===== src/rtl/seven_seg_mux_ctrl_if.sv =====
// seven_seg_mux_ctrl_if: display data/strobe inputs and anode/cathode outputs of the seven-segment controller.
//   digits_in/dp_in/blank_in/brightness/load : system side, captured on load
//   anode_sel/seven_seg/frame_done           : board side, active-low pins and scan pulse
interface seven_seg_mux_ctrl_if #(parameter int NUM_DIGITS = 4);
    logic [4*NUM_DIGITS-1:0] digits_in;
    logic [NUM_DIGITS-1:0]   dp_in;
    logic [NUM_DIGITS-1:0]   blank_in;
    logic [3:0]              brightness;
    logic                    load;
    logic [NUM_DIGITS-1:0]   anode_sel;
    logic [7:0]              seven_seg;
    logic                    frame_done;
    modport master (output digits_in, dp_in, blank_in, brightness, load,
                    input  anode_sel, seven_seg, frame_done);
    modport slave  (input  digits_in, dp_in, blank_in, brightness, load,
                    output anode_sel, seven_seg, frame_done);
endinterface


===== src/rtl/seven_seg_mux_ctrl.sv =====
// seven_seg_mux_ctrl: time-multiplexed common-anode seven-segment driver with hex decode, dp, blanking,
// 16-level PWM and double-buffered (frame-aligned) updates.
//   clk, rst_n : clock, asynchronous active-low reset
//   bus        : seven_seg_mux_ctrl_if.slave (inputs captured on load; registered anode/cathode/frame_done)
//   SSEG_LZ_SUPPRESS_EN : when defined, leading zeros (value 0, dp off) above digit 0 are blanked
module seven_seg_mux_ctrl #(
    parameter int NUM_DIGITS  = 4,
    parameter int REFRESH_DIV = 50000
) (
    input  logic clk,
    input  logic rst_n,
    seven_seg_mux_ctrl_if.slave bus
);
    localparam int sw = $clog2(REFRESH_DIV);
    localparam int iw = NUM_DIGITS > 1 ? $clog2(NUM_DIGITS) : 1;
    localparam int pw = REFRESH_DIV / 16;
    localparam logic [6:0] seg_tbl [16] = '{
        7'b0000001, 7'b1001111, 7'b0010010, 7'b0000110,
        7'b1001100, 7'b0100100, 7'b0100000, 7'b0001111,
        7'b0000000, 7'b0000100, 7'b0001000, 7'b1100000,
        7'b0110001, 7'b1000010, 7'b0110000, 7'b0111000
    };

    logic [sw-1:0]           slot_cnt;
    logic [iw-1:0]           digit_idx;
    logic [4*NUM_DIGITS-1:0] p_digits, a_digits;
    logic [NUM_DIGITS-1:0]   p_dp, a_dp, p_blank, a_blank;
    logic [3:0]              p_bright, a_bright;
    logic                    slot_wrap, boundary, lit;
    logic [sw-1:0]           phase;
    logic [3:0]              nib;
    logic [NUM_DIGITS-1:0]   lz, dark, anode_d;
    logic [7:0]              seg_d;

    assign slot_wrap = slot_cnt == sw'(REFRESH_DIV - 1);
    assign boundary  = slot_wrap && digit_idx == iw'(NUM_DIGITS - 1);
    assign phase     = slot_cnt / sw'(pw);
    assign nib       = a_digits[digit_idx*4 +: 4];

`ifdef SSEG_LZ_SUPPRESS_EN
    logic zrun;
    // Walk down from the top digit while digits stay 0 with dp off; digit 0 is never examined.
    always_comb begin
        lz   = '0;
        zrun = 1'b1;
        for (int i = NUM_DIGITS - 1; i > 0; i--) begin
            zrun  = zrun && a_digits[4*i +: 4] == 4'h0 && !a_dp[i];
            lz[i] = zrun;
        end
    end
`else
    assign lz = '0;
`endif

    assign dark    = a_blank | lz;
    assign lit     = phase < sw'(a_bright) && !dark[digit_idx];
    assign anode_d = lit ? ~(NUM_DIGITS'(1) << digit_idx) : '1;
    assign seg_d   = lit ? {~a_dp[digit_idx], seg_tbl[nib]} : 8'hFF;

    always_ff @(posedge clk or negedge rst_n) begin
        if (!rst_n) begin
            slot_cnt       <= '0;
            digit_idx      <= '0;
            p_digits       <= '0;
            a_digits       <= '0;
            p_dp           <= '0;
            a_dp           <= '0;
            p_blank        <= '1;
            a_blank        <= '1;
            p_bright       <= '0;
            a_bright       <= '0;
            bus.anode_sel  <= '1;
            bus.seven_seg  <= 8'hFF;
            bus.frame_done <= 1'b0;
        end else begin
            slot_cnt <= slot_wrap ? '0 : slot_cnt + 1'b1;
            if (slot_wrap)
                digit_idx <= digit_idx == iw'(NUM_DIGITS - 1) ? '0 : digit_idx + 1'b1;
            if (bus.load) begin
                p_digits <= bus.digits_in;
                p_dp     <= bus.dp_in;
                p_blank  <= bus.blank_in;
                p_bright <= bus.brightness;
            end
            // A load landing on the boundary bypasses pending so it is not delayed a whole frame.
            if (boundary) begin
                a_digits <= bus.load ? bus.digits_in  : p_digits;
                a_dp     <= bus.load ? bus.dp_in      : p_dp;
                a_blank  <= bus.load ? bus.blank_in   : p_blank;
                a_bright <= bus.load ? bus.brightness : p_bright;
            end
            bus.anode_sel  <= anode_d;
            bus.seven_seg  <= seg_d;
            bus.frame_done <= boundary;
        end
    end
endmodule

===== src/flat_wrapper.sv =====
// flat-port wrapper written by rule: the top's interface ports become plain ports
module seven_seg_mux_ctrl_flat 
#(
    parameter int NUM_DIGITS  = 4,
    parameter int REFRESH_DIV = 50000
)
  (clk, rst_n, bus_digits_in, bus_dp_in, bus_blank_in, bus_brightness, bus_load, bus_anode_sel, bus_seven_seg, bus_frame_done);
  seven_seg_mux_ctrl_if #(.NUM_DIGITS(NUM_DIGITS)) bus_i ();
  input  logic clk;
  input  logic rst_n;
  input wire logic [$bits(bus_i.digits_in)-1:0] bus_digits_in;
  input wire logic [$bits(bus_i.dp_in)-1:0] bus_dp_in;
  input wire logic [$bits(bus_i.blank_in)-1:0] bus_blank_in;
  input wire logic [$bits(bus_i.brightness)-1:0] bus_brightness;
  input wire logic [$bits(bus_i.load)-1:0] bus_load;
  output wire logic [$bits(bus_i.anode_sel)-1:0] bus_anode_sel;
  output wire logic [$bits(bus_i.seven_seg)-1:0] bus_seven_seg;
  output wire logic [$bits(bus_i.frame_done)-1:0] bus_frame_done;
  assign bus_i.digits_in = bus_digits_in;
  assign bus_i.dp_in = bus_dp_in;
  assign bus_i.blank_in = bus_blank_in;
  assign bus_i.brightness = bus_brightness;
  assign bus_i.load = bus_load;
  assign bus_anode_sel = bus_i.anode_sel;
  assign bus_seven_seg = bus_i.seven_seg;
  assign bus_frame_done = bus_i.frame_done;
  seven_seg_mux_ctrl #(.NUM_DIGITS(NUM_DIGITS), .REFRESH_DIV(REFRESH_DIV)) u_core (.clk(clk), .rst_n(rst_n), .bus(bus_i));
endmodule

===== config.mk =====
export PLATFORM = sky130hd
export DESIGN_NAME = seven_seg_mux_ctrl_flat
export DESIGN_NICKNAME = d
export VERILOG_FILES = /design/src/rtl/seven_seg_mux_ctrl_if.sv /design/src/rtl/seven_seg_mux_ctrl.sv /design/src/flat_wrapper.sv
export SDC_FILE = /design/constraint.sdc
export NUM_CORES = 1
export LEC_CHECK = 0
export ABC_CLOCK_PERIOD_IN_PS = 5400
export CAP_MARGIN = 30
export CORE_ASPECT_RATIO = 0.7
export CORE_MARGIN = 2
export CORE_UTILIZATION = 54
export DETAILED_ROUTE_END_ITERATION = 8
export HOLD_SLACK_MARGIN = 0.08
export PLACE_DENSITY_LB_ADDON = 0.15
export SYNTH_ARGS = -nofsm -noshare
export SYNTH_HDL_FRONTEND = slang
export SYNTH_SLANG_ARGS = --single-unit

===== constraint.sdc =====
create_clock -name clk -period 5.4 [get_ports clk]
set_input_delay 0.81 -clock clk [delete_from_list [all_inputs] [get_ports clk]]
set_output_delay 0.81 -clock clk [all_outputs]
set_load 0.01 [all_outputs]

==> impl.org, run 1 <==
** Run status
- The flow ran to the end, and the final reports show no timing, DRC or antenna violations.

** Clocking
- Number of CTS-inserted buffers :: 9
- Hold-fix buffers, CTS :: 0
- Insertion delay to the later sink of the worst-skew pair :: 340 ps
- Counting along the longest clock path gives a buffer depth of 2.
- Clock-pin slew was measured on the worst setup and hold paths at 60 ps.
- Number of clock sinks :: 87
- H-tree lvl count :: 3
- TritonCTS built the clock tree.
- CTS placed an instance of sky130_fd_sc_hd__clkbuf_16 at the clock tree root.

** Detailed routing
- The routed design has 17,000 um of wire.
- The detail route stage leaves a number of antenna-violating nets equal to 0.
- In the final routed layout, each cell accounts on average for 19.7 um.
- Via-to-Cell Ratio :: 6.30
- The pre-antenna-repair detailed-routing pass consisted of 5 iterations.
- Routed vias :: 5,443
- After detailed routing, the number of remaining DRC violations is 0.
- Iter 0 DRT Violations :: 489

** Setup path
- Category of the critical setup timing path :: flip-flop to flip-flop
- Standard cell with the maximum stage delay on the critical path :: sky130_fd_sc_hd__or4_1
- Reg-to-reg endpoint :: u_core.bus.anode_sel[3]
- In this run the worst setup path terminates at u_core.bus.anode_sel[3].
- Count of cell instances traversed by the critical path :: 22
- Setup slack on the worst reg-to-reg path comes out at 180 ps.
- The critical path contains buffers and inverters numbering 2 combined.
- In this run the worst path has a maximum fanout of 8.
- The number of cells on the worst reg-to-reg path is 22.
- STA puts the critical path data required time at 5670 ps.
- Critical Path, Cell by Cell :: nor3_2, buf_4, o211ai_1, mux2i_2, o211ai_4, and3_1, or4_1, o31a_1, nor3_2, or2_2, inv_1, ha_1, o32a_1, o21ai_1, a22oi_2, a211oi_2, o21ai_4, ha_1, nand3_1, a211oi_4, nand4_4, nand4_1
- STA classifies the critical path startpoint as a flip-flop.
- The kind of cell with the highest combined delay along the critical path is compound AO/OA/AOI/OAI gates.
- Capturing element type of the critical path :: flip-flop
- Tracing the worst setup path back leads to its startpoint at u_core.slot_cnt[5].
- Slowest stage delay, CP :: 540 ps
- Data on the critical path arrives at its endpoint at 5490 ps.
- Launching point of the worst reg2reg path :: u_core.slot_cnt[5]

** Timing
- The number of max-slew violations in the final report came to 0.
- The worst path needs 5220 ps of the cycle, external delays included.
- For this run, the top clock speed supported by timing is 192 MHz.
- # setup viols final :: 0
- Transition at the pin with the smallest max-transition slack :: 783 ps
- The final hold violation count is 0.
- Clock skew on the completed layout was measured at 9.82 ps.
- Final Cycle Share :: 0.966
- Worst Hold Margin :: 362 ps
- Slew headroom :: 0.474

** Yosys
- Counting instances in the post-synthesis netlist gives the leading cell types as sky130_fd_sc_hd__dfrtp_1 (67), sky130_fd_sc_hd__mux2_2 (56), sky130_fd_sc_hd__nor2_1 (42), sky130_fd_sc_hd__nand2_1 (36), sky130_fd_sc_hd__a21oi_1 (32).
- Yosys instantiated no cell more often than sky130_fd_sc_hd__dfrtp_1.
- The share of the Yosys chip area taken by registers is 0.357.
- In this run, distinct cell masters in the synthesized netlist total 93.
- Yosys mapped a number of flops with a built-in enable equal to 0.
- Largest area contributor in the netlist :: sky130_fd_sc_hd__dfrtp_1
- YS warnings :: 0
- After synthesis, the share of flip-flops with an asynchronous set or reset is 1.00.
- Fraction of synthesized cell area taken by the top area cell type :: 0.272
- Flip-flop cell with the highest count after synthesis :: sky130_fd_sc_hd__dfrtp_1
- When the netlist entered floorplanning its net count stood at 682.
- Mean instance size in the synthesized netlist :: 9.74 um2
- In this run the cell area of the synthesized design comes to 6170 um2.
- In the post-synthesis netlist, the biggest area contributors are sky130_fd_sc_hd__dfrtp_1 (27%), sky130_fd_sc_hd__mux2_2 (10%), sky130_fd_sc_hd__dfstp_2 (8.5%).
- Count of mapped cells out of synthesis :: 633
- Counting flops and latches in the post-synthesis netlist gives 87.

** Power and ir drop
- Total Power :: 0.00141 W
- The analysis attributes to cell leakage a power of 2.97 nW.
- Worst IR drop on VDD :: 0.000208 V
- In this run the power density over the cells is 188 nW/um2.

** Place
- In this run the tool buffered the top-level ports with 43 buffer cells.
- HPWL after detailed placement :: 12,500 um
- Including well taps, the total number of placed cells is 832.
- The congestion estimate from routability-driven global placement came to 0.976.

** Run
- The tool flagged a number of max-cap violations equal to 0.

** Floorplanning
- Die X :: 132 um
- For this configuration, the core starts out at a cell density of 0.556.
- The region available for standard cell placement spans 11,100 um2.
- Total Die Area :: 12,300 um2
- Num rows :: 32
- In this run the vertical extent of the chip is 93.4 um.
- Boundary Pins :: 44

** Cells and area
- Fraction of final layout cells with drive strength greater than 1 :: 0.309
- Filler instances :: 863
- The area growth from synthesis to layout is 21.4%.
- The repair_antennas step left the layout with diodes totalling 0.
- Final standard cell count with taps included and fillers excluded :: 864
- Sequential cell area :: 2210 um2
- Summing all multi-input logic gate instances after layout gives 3810 um2.
- At the end of the flow, the number of nets in the layout was 755.

** Global routing
- Global routing finished with a remaining overflow of 0.
- Antenna violations before repair :: 0
- Entering global routing, the biggest net connects 63 pins.
- The first global-routing pass estimated 26,300 um of wire.
- GRT Overall Usage :: 0.275
- Number of global-route vias before repair :: 4,886

** Hold path
- Classification of the worst-slack hold path :: input pin to asynchronous set/reset pin
## routing by layer
metal | track usage | routed length, um
met1 | 0.406 | 8020
met3 | 0.0813 | 1420
met5 | 0 | 0
met2 | 0.392 | 7270
met4 | 0.0725 | 279
## area by class of cell
class | instances | area share
Multi-Input combinational cell | 480 | 0.509
Sequential cell | 87 | 0.295
Timing Repair Buffer | 105 | 0.122
Clock buffer | 13 | 0.0347
Tap cell | 153 | 0.0256
Inverter | 23 | 0.0115
Clock inverter | 3 | 0.00234
## per-stage QoR
stage               utilization  setup TNS, ps  area [um2]  worst slack (ps)
finish                    0.675              0        7490               185
global placement          0.626              0        6940              48.1
global route              0.675           -164        7490             -35.1
detailed placement        0.628           -324        6970             -46.4
floorplan                     -              0        6170             0.882
CTS                       0.654              0        7260              33.9
## worst register-to-register path, cell delays in order, from the launching register on
cell and delay [ps]:
sky130_fd_sc_hd__dfrtp_2 460, sky130_fd_sc_hd__nor3_2 80, sky130_fd_sc_hd__buf_4 140, sky130_fd_sc_hd__o211ai_1 310
sky130_fd_sc_hd__mux2i_2 400, sky130_fd_sc_hd__o211ai_4 170, sky130_fd_sc_hd__and3_1 180, sky130_fd_sc_hd__or4_1 540
sky130_fd_sc_hd__o31a_1 350, sky130_fd_sc_hd__nor3_2 150, sky130_fd_sc_hd__or2_2 140, sky130_fd_sc_hd__inv_1 50
sky130_fd_sc_hd__ha_1 190, sky130_fd_sc_hd__o32a_1 330, sky130_fd_sc_hd__o21ai_1 110, sky130_fd_sc_hd__a22oi_2 110
sky130_fd_sc_hd__a211oi_2 240, sky130_fd_sc_hd__o21ai_4 80, sky130_fd_sc_hd__ha_1 300, sky130_fd_sc_hd__nand3_1 140
sky130_fd_sc_hd__a211oi_4 370, sky130_fd_sc_hd__nand4_4 180, sky130_fd_sc_hd__nand4_1 140
## registers in the layout (all words and copies together) (netlist names)
signal                 flops
u_core.a_blank             4
u_core.a_bright            4
u_core.a_digits           16
u_core.a_dp                4
u_core.bus.anode_sel       4
u_core.bus.frame_done      1
u_core.bus.seven_seg       8
u_core.digit_idx           2
u_core.p_blank             4
u_core.p_bright            4
u_core.p_digits           16
u_core.p_dp                4
u_core.slot_cnt           16
## placed cells by master, fill, tap and decap left out, types with 5 or more instances in the layout
cell	instances
sky130_fd_sc_hd__buf_4	61
sky130_fd_sc_hd__dfrtp_1	59
sky130_fd_sc_hd__mux2_2	56
sky130_fd_sc_hd__nor2_1	42
sky130_fd_sc_hd__clkdlybuf4s50_1	42
sky130_fd_sc_hd__nand2_1	36
sky130_fd_sc_hd__a21oi_1	32
sky130_fd_sc_hd__o21ai_0	24
sky130_fd_sc_hd__xnor2_1	24
sky130_fd_sc_hd__nand4_1	21
sky130_fd_sc_hd__inv_1	20
sky130_fd_sc_hd__dfstp_2	20
sky130_fd_sc_hd__nor3_1	19
sky130_fd_sc_hd__nand3_1	17
sky130_fd_sc_hd__ha_1	17
sky130_fd_sc_hd__clkbuf_16	9
sky130_fd_sc_hd__a31oi_1	8
sky130_fd_sc_hd__dfrtp_2	8
sky130_fd_sc_hd__xor2_1	7
sky130_fd_sc_hd__nor2b_1	6
sky130_fd_sc_hd__nand2b_1	6
sky130_fd_sc_hd__mux2i_1	6
sky130_fd_sc_hd__mux4_2	6
sky130_fd_sc_hd__or2_2	5
sky130_fd_sc_hd__and2_1	5
sky130_fd_sc_hd__o22ai_1	5
sky130_fd_sc_hd__or3_1	5
sky130_fd_sc_hd__o211ai_1	5
## cell families (layout without fill, tap and decap cells)
family                     after synthesis  in the layout  synth area share
xor gates and xnor gates                33             33            0.0481
AOI/OAI and AO/OA                      157            157             0.193
and+or+nand+nor                        201            202             0.181
adders and majority gates               19             19            0.0381
buffers and inverters                   67            144            0.0467
muxes                                   69             69             0.136
DFF                                     87             87             0.357
## power breakdown
group          total [W]  switching [W]  internal (W)
clock           0.000575       0.000239      0.000335
sequential      0.000708      0.0000120      0.000696
combinational   0.000123      0.0000540     0.0000687
## how the worst min path moves through the flow
stage                               to  cells after the start                from
finish              u_core.p_bright[3]                      1               rst_n
global route        u_core.a_bright[3]                      1               rst_n
CTS                 u_core.a_bright[3]                      1               rst_n
detailed placement  u_core.p_digits[0]                      1  u_core.p_digits[0]
global placement        u_core.p_dp[2]                      1      u_core.p_dp[2]
floorplan           u_core.p_bright[0]                      1  u_core.p_bright[0]
## repair_timing
action | CTS | global route
cloned | 0 | 1
pin swaps | 0 | 9
buffers inserted | 1 | 14
resized for setup | 2 | 28
endpoints found under the setup margin | 12 | 12
No activity file was read; power rests on OpenSTA's default activity.
==> inputs of run 2 (changes only) <==
--- a/config.mk
+++ b/config.mk
@@ -5,7 +5,6 @@
 export SDC_FILE = /design/constraint.sdc
 export NUM_CORES = 1
 export LEC_CHECK = 0
-export ABC_CLOCK_PERIOD_IN_PS = 5400
 export CAP_MARGIN = 30
 export CORE_ASPECT_RATIO = 0.7
 export CORE_MARGIN = 2
==> results of run 2 <==
Same layout as run 1: the final DEF is identical, and so are final timing and power.
==> inputs of run 3 (changes only) <==
--- a/config.mk
+++ b/config.mk
@@ -6,9 +6,11 @@
 export NUM_CORES = 1
 export LEC_CHECK = 0
 export CAP_MARGIN = 30
+export CELL_PAD_IN_SITES_DETAIL_PLACEMENT = 2
+export CELL_PAD_IN_SITES_GLOBAL_PLACEMENT = 2
 export CORE_ASPECT_RATIO = 0.7
 export CORE_MARGIN = 2
-export CORE_UTILIZATION = 54
+export CORE_UTILIZATION = 35
 export DETAILED_ROUTE_END_ITERATION = 8
 export HOLD_SLACK_MARGIN = 0.08
 export PLACE_DENSITY_LB_ADDON = 0.15
==> run 3 against run 2 <==
  * Core utilization is 20 points lower
  * Clock power is 11% higher
  * Critical endpoint is now u_core.bus.anode_sel[1]
  * Largest power group unchanged
  * Critical path type unchanged
  * Critical path depth is 1 higher
  * Highest routed layer unchanged
  * Sequential share of layout area is 2.2 points lower
  * Final cell count is 14% higher
==> impl.org, run 3 (same netlist as run 1, synthesis figures left out) <==
** Run status
- Result of the run :: finished clean

** Timing
- The number of max-slew violations in the final report is 0.
- Post-layout worst setup margin :: 83.8 ps
- The final hold violation count came to 0.
- # setup viols final :: 0
- Clk_skew :: 17.3 ps
- Fmax :: 188 MHz
- Final Cycle Share :: 0.984
- The worst pin sits at a relative slew slack of 0.396.
- The smallest clock period supported by the final layout is computed as 5320 ps.
- For the pin with the worst max-slew slack, the measured transition is 906 ps.
- Total Negative Setup Slacks :: 0 ps

** Detailed routing
- In this run, the number of DRC markers left after iteration 0 of detailed routing was 485.
- DR DRC count :: 0
- Number of iterations in the first detailed-routing pass :: 5
- Wirelength per Cell :: 24.4 um
- Using the TritonRoute via totals, the vias-per-cell ratio works out to 5.85.
- Summed over all layers, the routed wires come to 24,000 um.
- Routed vias :: 5,735
- Detail Route Antenna Nets :: 0

** Floorplanning
- Core Area :: 17,200 um2
- Boundary Pins :: 44
- Initial cell density of the core :: 0.358
- Die Span Y :: 115 um
- After floorplanning, the core was divided into 40 placement rows.
- Total Die Area :: 18,700 um2
- Die X :: 163 um

** Clocking
- Counting the buffers created by CTS gives 9.
- Clock-pin slew was measured on the worst setup and hold paths at 80 ps.
- The H-tree was split into 3 levels.
- TritonCTS built the clock tree.
- Number of clock sinks :: 87
- At the later pin of the worst-skew pair, clock insertion delay measures 360 ps.
- Hold-fix buffers, CTS :: 0
- Counting along the longest clock path gives a buffer depth of 2.
- Clk root buf :: sky130_fd_sc_hd__clkbuf_16

** Cells and area
- The library cell used most frequently in the layout, excluding fill and tap cells, is sky130_fd_sc_hd__buf_4.
- Area grow syn2layout :: 31.3%
- The repair_antennas step left the layout with diodes totalling 0.
- Nets@finish :: 794
- Fraction of final layout cells with drive strength greater than 1 :: 0.377
- Once layout is complete, the utilization of the core stands at 0.470.
- Commonest cells after routing, fill and taps aside :: sky130_fd_sc_hd__buf_4 (94), sky130_fd_sc_hd__dfrtp_1 (60), sky130_fd_sc_hd__mux2_2 (56)
- Filler instances :: 1,815
- In the final layout, the multi-input gates occupy 4000 um2.
- Across the whole layout, storage elements account for 2210 um2.
- Leading registers by flop count :: u_core.a_digits (16), u_core.p_digits (16), u_core.slot_cnt (16)

** Power and ir drop
- In this run the static leakage power is 3.18 nW.
- Worst IR drop on VDD :: 0.000150 V
- In this run the power density over the cells is 182 nW/um2.

** Setup path
- Slowest stage delay, CP :: 500 ps
- STA classifies the critical path endpoint as a flip-flop.
- Critical path peak fanout :: 12
- Data arrival at the endpoint of the critical path :: 5590 ps
- The worst setup path is launched from a flip-flop.
- The critical path is of the flip-flop to flip-flop type.
- Counting cells, the worst reg-to-reg path comes to 23.
- The worst register-to-register path begins at u_core.slot_cnt[4].
- The most numerous cell type found on the critical path is sky130_fd_sc_hd__nor3_2.
- Req. time, crit path :: 5680 ps
- Setup slack on the worst reg-to-reg path comes out at 80 ps.
- Reg-to-reg endpoint :: u_core.bus.anode_sel[1]
- Walking the worst path, the cells encountered are buf_6, o21a_4, nor3b_4, nor4_4, buf_4, o211ai_4, nor3_2, or4_4, o31a_1, nor3_2, or2_4, inv_1, ha_2, o32a_1, o21ai_2, a22oi_2, a211oi_2, o21ai_4, ha_4, nand3_4, a211oi_4, nand4_4, nand4_1.
- Worst setup startpoint :: u_core.slot_cnt[4]
- On the critical path, the stage with the largest delay is an instance of sky130_fd_sc_hd__or4_4.

** Global routing
- Number of global-route vias before repair :: 6,009
- Global routing finished with a remaining overflow of 0.
- In the global route stage, overall resource usage came out at 0.248.
- Pin count of the biggest net entering global routing :: 70
- The initial antenna violation count is 0.
- The first global-routing pass estimated 35,500 um of wire.

** Hold path
- Classification of the worst-slack hold path :: input pin to asynchronous set/reset pin

** Place
- Summed over all nets, the half-perimeter wirelength after detailed placement is 16,700 um.
- The count of buffers added on input and output ports is 43.
- The congestion estimate from routability-driven global placement came to 0.928.
- Timing analysis after detailed placement gives a worst setup slack of -221 ps.

** Run
- Max_cap viols :: 0
-- run 3: cell types whose count changed in the layout (fill, tap and decap cells not counted), sizes merged --
cell	delta
buf	+40
clkbuf	-5
clkinv	+1
clkinvlp	-1
inv	+4
-- run 3: repair_timing --
action / in CTS / in global routing
pin swaps: 12 / 25
cloned: 1 / 2
buffers inserted: 15 / 30
gates resized for setup: 28 / 44
setup endpoints to repair: 12 / 12
-- run 3: final cells by class --
cell class                 count  share of cell area
sequential                    87               0.273
multi-input combinational    480               0.494
timing repair buffer         144               0.150
inverter                      23              0.0107
clock buffer                   9              0.0278
tap                          231              0.0357
clock inverter                 7             0.00911
-- run 3: metrics by stage --
stage / area [um2] / power [W] / cells / hold WS [ps]
6_report: 8100 / 0.00147 / 981 / 336
5_1_grt: 8100 / 0.00153 / 981 / 339
4_1_cts: 7660 / 0.00149 / 949 / 330
3_5_place_dp: 7110 / 0.000850 / 917 / 485
3_3_place_gp: 7090 / 0.000840 / 916 / 478
2_1_floorplan: 6170 / 0.000778 / 633 / 469
-- run 3: critical path: cells and delay by family (launching register included) --
family          cells  cell delay [ps]
compound gates      9             2090
flops               1              460
fa+ha+maj           2              480
buf+inv             3              410
simple gates        9             1810
-- run 3: metal layers --
metal / vias to the layer above / global-route usage / share of wire
li1: 2591 / - / -
met1: 3005 / 0.368 / 0.49
met2: 118 / 0.382 / 0.46
met3: 21 / 0.0404 / 0.035
met4: 0 / 0.0555 / 0.0098
met5: - / 0 / 0
-- run 3: report_power, final --
| part | total [W] | switching [W] | internal, W |
|---|---|---|---|
| Clock | 0.000636 | 0.000308 | 0.000328 |
| Combinational | 0.000129 | 0.0000592 | 0.0000697 |
| Sequential | 0.000709 | 0.0000135 | 0.000696 |
-- run 3: how the worst max path moves through the flow --
stage,endpoint,slack (ps),depth (start not counted)
6_report,u_core.bus.anode_sel[1],80,23
5_1_grt,u_core.bus.anode_sel[3],-150,23
4_1_cts,u_core.bus.seven_seg[2],6,23
3_5_place_dp,u_core.bus.seven_seg[4],-220,20
3_3_place_gp,u_core.bus.anode_sel[0],20,20
2_1_floorplan,u_core.bus.anode_sel[3],0.9,26
